`config.mk`:
```
export PLATFORM = sky130hd
export DESIGN_NAME = instr_loader
export DESIGN_NICKNAME = d
export VERILOG_FILES = /design/src/rtl/instr_loader_pkg.sv /design/src/rtl/instr_loader_word_assembler.sv /design/src/rtl/instr_loader.sv
export SDC_FILE = /design/constraint.sdc
export NUM_CORES = 1
export LEC_CHECK = 0
export BUFFER_PORTS_ARGS = -buffer_cell sky130_fd_sc_hd__buf_2
export CAP_MARGIN = 10
export CORE_ASPECT_RATIO = 1.5
export CORE_MARGIN = 3
export CORE_UTILIZATION = 30
export DETAILED_ROUTE_END_ITERATION = 8
export PLACE_DENSITY_LB_ADDON = 0.1
export SETUP_SLACK_MARGIN = 0.05
export SLEW_MARGIN = 20
export SYNTH_ARGS = -nofsm -noshare
export SYNTH_HDL_FRONTEND = slang
export SYNTH_SLANG_ARGS = --single-unit
```
`constraint.sdc`:
```
create_clock -name clk_i -period 3.8 [get_ports clk_i]
set_input_delay 0.76 -clock clk_i [delete_from_list [all_inputs] [get_ports clk_i]]
set_output_delay 0.76 -clock clk_i [all_outputs]
set_load 0.005 [all_outputs]
```
`src/rtl/instr_loader_pkg.sv`:
```
// Shared types and constants for the instruction-memory loader.
package instr_loader_pkg;

  typedef enum logic [2:0] {
    ST_HDR  = 3'd0,
    ST_LOAD = 3'd1,
    ST_CHK  = 3'd2,
    ST_DONE = 3'd3,
    ST_ERR  = 3'd4
  } state_t;

  localparam int BYTES_PER_WORD = 4;

  // One extra bit so that a count equal to the full depth is representable.
  function automatic int wcnt_width(input int depth);
    return $clog2(depth) + 1;
  endfunction

endpackage

```
`src/rtl/instr_loader_word_assembler.sv`:
```
// Big-endian byte-to-word assembler; word_valid_o is high in the cycle the 4th byte is taken.
module instr_loader_word_assembler
  import instr_loader_pkg::*;
(
  input  logic        clk_i,
  input  logic        rst_i,
  input  logic [7:0]  byte_i,
  input  logic        en_i,
  output logic [31:0] word_o,
  output logic        word_valid_o
);

  localparam int CW = $clog2(BYTES_PER_WORD);
  localparam logic [CW-1:0] LAST_IDX = CW'(BYTES_PER_WORD - 1);

  logic [CW-1:0] r_cnt;
  logic [23:0]   r_shift;

  always_ff @(posedge clk_i) begin
    if (rst_i) begin
      r_cnt   <= '0;
      r_shift <= '0;
    end else if (en_i) begin
      r_cnt   <= r_cnt + 1'b1;
      r_shift <= {r_shift[15:0], byte_i};
    end
  end

  // The three earlier bytes sit in r_shift; the current byte completes bits 7:0.
  assign word_valid_o = en_i && (r_cnt == LAST_IDX);
  assign word_o       = {r_shift, byte_i};

endmodule

```
`src/rtl/instr_loader.sv`:
```
// Byte-stream instruction loader; holds the CPU until the program is written.
// Optional trailing checksum word enabled by INSTR_LOADER_CHECKSUM_EN.
//
// state   | meaning
// HDR     | collecting the 4-byte word count N
// LOAD    | collecting and writing N data words
// CHK     | collecting checksum word C (checksum build only)
// DONE    | program loaded, CPU released (terminal)
// ERR     | load rejected, CPU held (terminal)
module instr_loader
  import instr_loader_pkg::*;
#(
  parameter int          DEPTH_WORDS = 256,
  parameter logic [31:0] BASE_ADDR   = 32'h0000_0000
) (
  input  logic        clk_i,
  input  logic        rst_i,
  input  logic [7:0]  byte_i,
  input  logic        byte_valid_i,
  output logic        byte_ready_o,
  output logic        mem_we_o,
  output logic [31:0] mem_addr_o,
  output logic [31:0] mem_data_o,
  output logic        cpu_hold_o,
  output logic        done_o,
  output logic        err_o
);

  localparam int KW = wcnt_width(DEPTH_WORDS);
  localparam logic [KW-1:0] K_ONE = KW'(1);

  state_t        r_state, w_state_nxt;
  logic          r_ready, w_ready_nxt;
  logic          r_we, w_we_nxt;
  logic [31:0]   r_addr, w_addr_nxt;
  logic [31:0]   r_data, w_data_nxt;
  logic          r_hold, w_hold_nxt;
  logic          r_done, w_done_nxt;
  logic          r_err, w_err_nxt;
  logic [KW-1:0] r_k, w_k_nxt;
  logic [KW-1:0] r_n, w_n_nxt;
`ifdef INSTR_LOADER_CHECKSUM_EN
  logic [31:0]   r_csum, w_csum_nxt;
`endif

  logic          w_accept;
  logic [31:0]   w_word;
  logic          w_word_valid;

  assign w_accept = byte_valid_i && r_ready;

  instr_loader_word_assembler u_asm (
    .clk_i        (clk_i),
    .rst_i        (rst_i),
    .byte_i       (byte_i),
    .en_i         (w_accept),
    .word_o       (w_word),
    .word_valid_o (w_word_valid)
  );

  always_ff @(posedge clk_i) begin
    if (rst_i) begin
      r_state <= ST_HDR;
      r_ready <= 1'b1;
      r_we    <= 1'b0;
      r_addr  <= BASE_ADDR;
      r_data  <= '0;
      r_hold  <= 1'b1;
      r_done  <= 1'b0;
      r_err   <= 1'b0;
      r_k     <= '0;
      r_n     <= '0;
`ifdef INSTR_LOADER_CHECKSUM_EN
      r_csum  <= '0;
`endif
    end else begin
      r_state <= w_state_nxt;
      r_ready <= w_ready_nxt;
      r_we    <= w_we_nxt;
      r_addr  <= w_addr_nxt;
      r_data  <= w_data_nxt;
      r_hold  <= w_hold_nxt;
      r_done  <= w_done_nxt;
      r_err   <= w_err_nxt;
      r_k     <= w_k_nxt;
      r_n     <= w_n_nxt;
`ifdef INSTR_LOADER_CHECKSUM_EN
      r_csum  <= w_csum_nxt;
`endif
    end
  end

  always_comb begin
    w_state_nxt = r_state;
    w_ready_nxt = r_ready;
    w_we_nxt    = 1'b0;
    w_addr_nxt  = r_addr;
    w_data_nxt  = r_data;
    w_hold_nxt  = r_hold;
    w_done_nxt  = r_done;
    w_err_nxt   = r_err;
    w_k_nxt     = r_k;
    w_n_nxt     = r_n;
`ifdef INSTR_LOADER_CHECKSUM_EN
    w_csum_nxt  = r_csum;
`endif

    case (r_state)
      ST_HDR: begin
        if (w_word_valid) begin
          w_n_nxt = w_word[KW-1:0];
`ifdef INSTR_LOADER_CHECKSUM_EN
          w_csum_nxt = w_word;
`endif
          if (w_word == 32'd0) begin
`ifdef INSTR_LOADER_CHECKSUM_EN
            w_state_nxt = ST_CHK;
`else
            w_state_nxt = ST_DONE;
            w_ready_nxt = 1'b0;
            w_done_nxt  = 1'b1;
            w_hold_nxt  = 1'b0;
`endif
          end else if (w_word > 32'(DEPTH_WORDS)) begin
            w_state_nxt = ST_ERR;
            w_ready_nxt = 1'b0;
            w_err_nxt   = 1'b1;
            w_hold_nxt  = 1'b1;
          end else begin
            w_state_nxt = ST_LOAD;
          end
        end
      end

      ST_LOAD: begin
        if (w_word_valid) begin
          w_we_nxt   = 1'b1;
          w_addr_nxt = BASE_ADDR + {30'(r_k), 2'b00};
          w_data_nxt = w_word;
          w_k_nxt    = r_k + K_ONE;
`ifdef INSTR_LOADER_CHECKSUM_EN
          w_csum_nxt = r_csum ^ w_word;
          if (r_k == r_n - K_ONE) begin
            w_state_nxt = ST_CHK;
          end
`else
          if (r_k == r_n - K_ONE) begin
            w_ready_nxt = 1'b0;
          end
`endif
        end
`ifndef INSTR_LOADER_CHECKSUM_EN
        // Release only once the final strobe is on the bus, so the write precedes the first fetch.
        if (r_we && (r_k == r_n)) begin
          w_state_nxt = ST_DONE;
          w_done_nxt  = 1'b1;
          w_hold_nxt  = 1'b0;
        end
`endif
      end

`ifdef INSTR_LOADER_CHECKSUM_EN
      ST_CHK: begin
        if (w_word_valid) begin
          w_ready_nxt = 1'b0;
          if (w_word == r_csum) begin
            w_state_nxt = ST_DONE;
            w_done_nxt  = 1'b1;
            w_hold_nxt  = 1'b0;
          end else begin
            w_state_nxt = ST_ERR;
            w_err_nxt   = 1'b1;
            w_hold_nxt  = 1'b1;
          end
        end
      end
`endif

      default: ;
    endcase
  end

  assign byte_ready_o = r_ready;
  assign mem_we_o     = r_we;
  assign mem_addr_o   = r_addr;
  assign mem_data_o   = r_data;
  assign cpu_hold_o   = r_hold;
  assign done_o       = r_done;
  assign err_o        = r_err;

endmodule

```
==> results.sh <==
export IMPL_gp_congestion=0.782
export IMPL_antenna_found_initial=0
export IMPL_internal_power_mw=1.54
export IMPL_seq_power_share=0.502
export IMPL_cp_arrival_ns=2.41
export IMPL_synth_avg_cell_area_um2=7.82
export IMPL_worst_setup_path_end_kind="register"
export IMPL_synth_area_top_cells="dfxtp_1 47%, nand2_1 15%, a21oi_1 10%, buf_4 4.4%, xnor2_1 3.6%"
export IMPL_dieHeight_um=146
export IMPL_core_area_um2=12700
export IMPL_holdWs_ns=0.452
export IMPL_powerDensity_nw_per_um2=439
export IMPL_tightest_slew_ns=0.956
export IMPL_fin_ws_ns=1.62
export IMPL_crit_fanout=12
export IMPL_antenna_cells=0
export IMPL_switching_power_mw=0.458
export IMPL_syn_to_final_growth_pct=15.6
export IMPL_yosysTopAreaCellShare=0.472
export IMPL_yosysWarningCount=0
export IMPL_rows=50
export IMPL_wl_per_cell_um=14.7
export IMPL_seq_area_frac_synth=0.472
export IMPL_synth_edf_count=0
export IMPL_start_kind="register"
export IMPL_r2r_slack_ns=1.62
export IMPL_reg2reg_to="r_state[0]$_SDFFE_PP0P_"
export IMPL_drtIter0Drc=121
export IMPL_worstPathRequired_ns=4.03
export IMPL_cp_endpoint="r_state[0]$_SDFFE_PP0P_"
export IMPL_grt_pass1_wl_mm=16.8
export IMPL_synth_top_area_cell="dfxtp_1"
export IMPL_synth_flop_cell="dfxtp_1"
export IMPL_firstDrtPassIters=4
export IMPL_fmax_mhz=459
export IMPL_leakage_nw=1.78
export IMPL_cts_hold_buf=0
export IMPL_slew_violations=0
export IMPL_io_pins=80
export IMPL_min_period_ns=2.18
export IMPL_min_path_cells=2
export IMPL_fin_util=0.359
export IMPL_fin_tns_setup_ns=0
export IMPL_cts_buffer_depth=2
export IMPL_vias=3327
export IMPL_cts_tree="done"
export IMPL_grt_ovfl_total=0
export IMPL_wl_met2_mm=5.36
export IMPL_synthTopCellsByCount="162 x nand2_1, 93 x dfxtp_1, 82 x a21oi_1, 27 x clkbuf_1, 23 x buf_4"
export IMPL_post_cts_setup_buffer_count=0
export IMPL_die_area_um2=14600
export IMPL_comb_power_share=0.048
export IMPL_dr_wl_met3_um=355
export IMPL_syn_instance_count=504
export IMPL_maxSlewHeadroom=0.363
export IMPL_cts_made_buffers=9
export IMPL_dpl_hpwl_mm=7.54
export IMPL_outcome="finished clean"
export IMPL_drc=0
export IMPL_r2r_cells=6
export IMPL_numClockSinks=93
export IMPL_finalHoldViolCount=0
export IMPL_setup_violations_final=0
export IMPL_ir_worst_vdd_uv=179
export IMPL_synth_most_common_cell="nand2_1"
export IMPL_maxCapViolations=0
export IMPL_worstSetupPathType="register to register"
export IMPL_clk_insertion_delay_late_ns=0.33
export IMPL_vias_per_cell=4.73
export IMPL_p_clk_frac=0.450
export IMPL_cts_htree_levels=3
export IMPL_setup_worst_path_start="u_asm.r_cnt[0]$_SDFFE_PP0P_"
export IMPL_pre_cts_slack_ns=1.39
export IMPL_ctsResizeCount=0
export IMPL_grtUsageTotal=0.144
export IMPL_r2r_start="u_asm.r_cnt[0]$_SDFFE_PP0P_"
export IMPL_design_power_total_mw=2.00
export IMPL_io_buffers=56
export IMPL_layout_drive_gt1_share=0.148
export IMPL_wl_mm=10.3
export IMPL_nNetsFinal=558
export IMPL_async_reset_ff_frac=0
export IMPL_fin_crit_sh=0.573
export IMPL_fin_skew_ns=0.00787
export IMPL_highest_layer="met4"
export IMPL_switching_share=0.229
export IMPL_fp_dieW_um=99.6
export IMPL_start_util=0.311
export IMPL_grt_pass1_vias=3202
export IMPL_rsz0062_at_grt="false"
export IMPL_grt_start_max_net_pins=51
export IMPL_hp_start="mem_data_o[11]$_SDFFE_PP0P_"
export IMPL_cts_reportedPaths_clkPinSlew_ns=0.07
export IMPL_ys_types=39
export IMPL_wl_met1_mm=4.43
export IMPL_min_path_type="register to register"
export IMPL_ant_nets=0
export IMPL_clk_root_buffer_cell="clkbuf_16"
export IMPL_syn_area_um2=3940
export IMPL_yosys_register_bits=93
[cells in the final DEF (no fill, tap or decap), types with 2 or more instances in the layout]
cell        synthesis  routed
clkinvlp_4          0       2
buf_4              23       4
nor4_1              9       9
a21oi_1            82      82
buf_2               0      56
conb_1              1      23
and2_1              2       2
clkbuf_16           0       9
and3_1              2       2
or3_1               3       3
inv_1               8       8
nor3_1              6       6
dfxtp_1            93      93
ha_1                3       3
nor2_1             16      16
o31ai_1             2       2
nand3b_1            2       2
a31oi_1             2       2
nand3_1             6       6
nor4_2              2       2
a211oi_1            3       3
xor2_1              8       8
nand2_1           162     162
o21ai_0             5       5
nand4_1             3       3
xnor2_1            16      16
[sequential cells by signal, indices dropped and copies added (netlist names)]
register / flops
mem_we_o: 1
mem_addr_o: 9
done_o: 1
r_state: 3
u_asm.r_shift: 24
err_o: 1
r_k: 9
r_n: 9
u_asm.r_cnt: 2
cpu_hold_o: 1
byte_ready_o: 1
mem_data_o: 32
[logic make-up (layout without fill, tap and decap cells)]
kind of cell / Yosys count / count (layout) / synth area share
xor+xnor: 24 / 24 / 0.0533
buf+inv: 62 / 84 / 0.0809
simple gates: 221 / 221 / 0.248
flops: 93 / 93 / 0.472
other cells: 1 / 23 / 0.000951
fa+ha+maj: 3 / 3 / 0.00952
compound gates: 100 / 100 / 0.135
[routing by layer]
layer  vias to the layer above  track usage
met1                      1549        0.171
met3                        11       0.0272
met4                         0       0.0478
li1                       1697            -
met5                         -            0
met2                        70        0.257
[critical path, cell delays in order (launching register included)]
cell and delay [ns]:
dfxtp_1 0.36, ha_1 0.26, nand3_1 0.28, nor2b_1 0.72, o31ai_1 0.25, nand2_1 0.15, nor2_1 0.05
[per-stage QoR]
step,cells,area (µm²)
2_1_floorplan,526,4030
3_3_place_gp,689,4260
3_5_place_dp,689,4260
4_1_cts,704,4560
5_1_grt,704,4560
6_report,704,4560
[area by class of cell]
type                    count  area, µm²
fillers                  1371       8140
flip-flops and latches     93       1860
multi-input cells         371       1850
repair buffers             61        330
clock buffers              10        239
well taps                 156        195
clock inverters             5       58.8
inverters                   8       30.0
[worst min path at each step]
stage,endpoint,slack [ns]
after floorplan,u_asm.r_cnt[1]$_SDFFE_PP0P_,0.44
after global placement,mem_data_o[6]$_SDFFE_PP0P_,0.44
after detailed placement,mem_data_o[16]$_SDFFE_PP0P_,0.45
after CTS,mem_data_o[3]$_SDFFE_PP0P_,0.46
after global routing,mem_addr_o[6]$_SDFFE_PP0P_,0.47
final,mem_data_o[11]$_SDFFE_PP0P_,0.45
[power groups by stage]
stage          clock [mW]  sequential, mW  combinational, mW
2_1_floorplan           0            1.02             0.0832
3_3_place_gp            0            1.03             0.0953
3_5_place_dp            0            1.03             0.0969
4_1_cts             0.932            1.00             0.0969
5_1_grt             0.970            1.01              0.110
6_report            0.901            1.00             0.0958
Power figures use the tool's default switching activity.
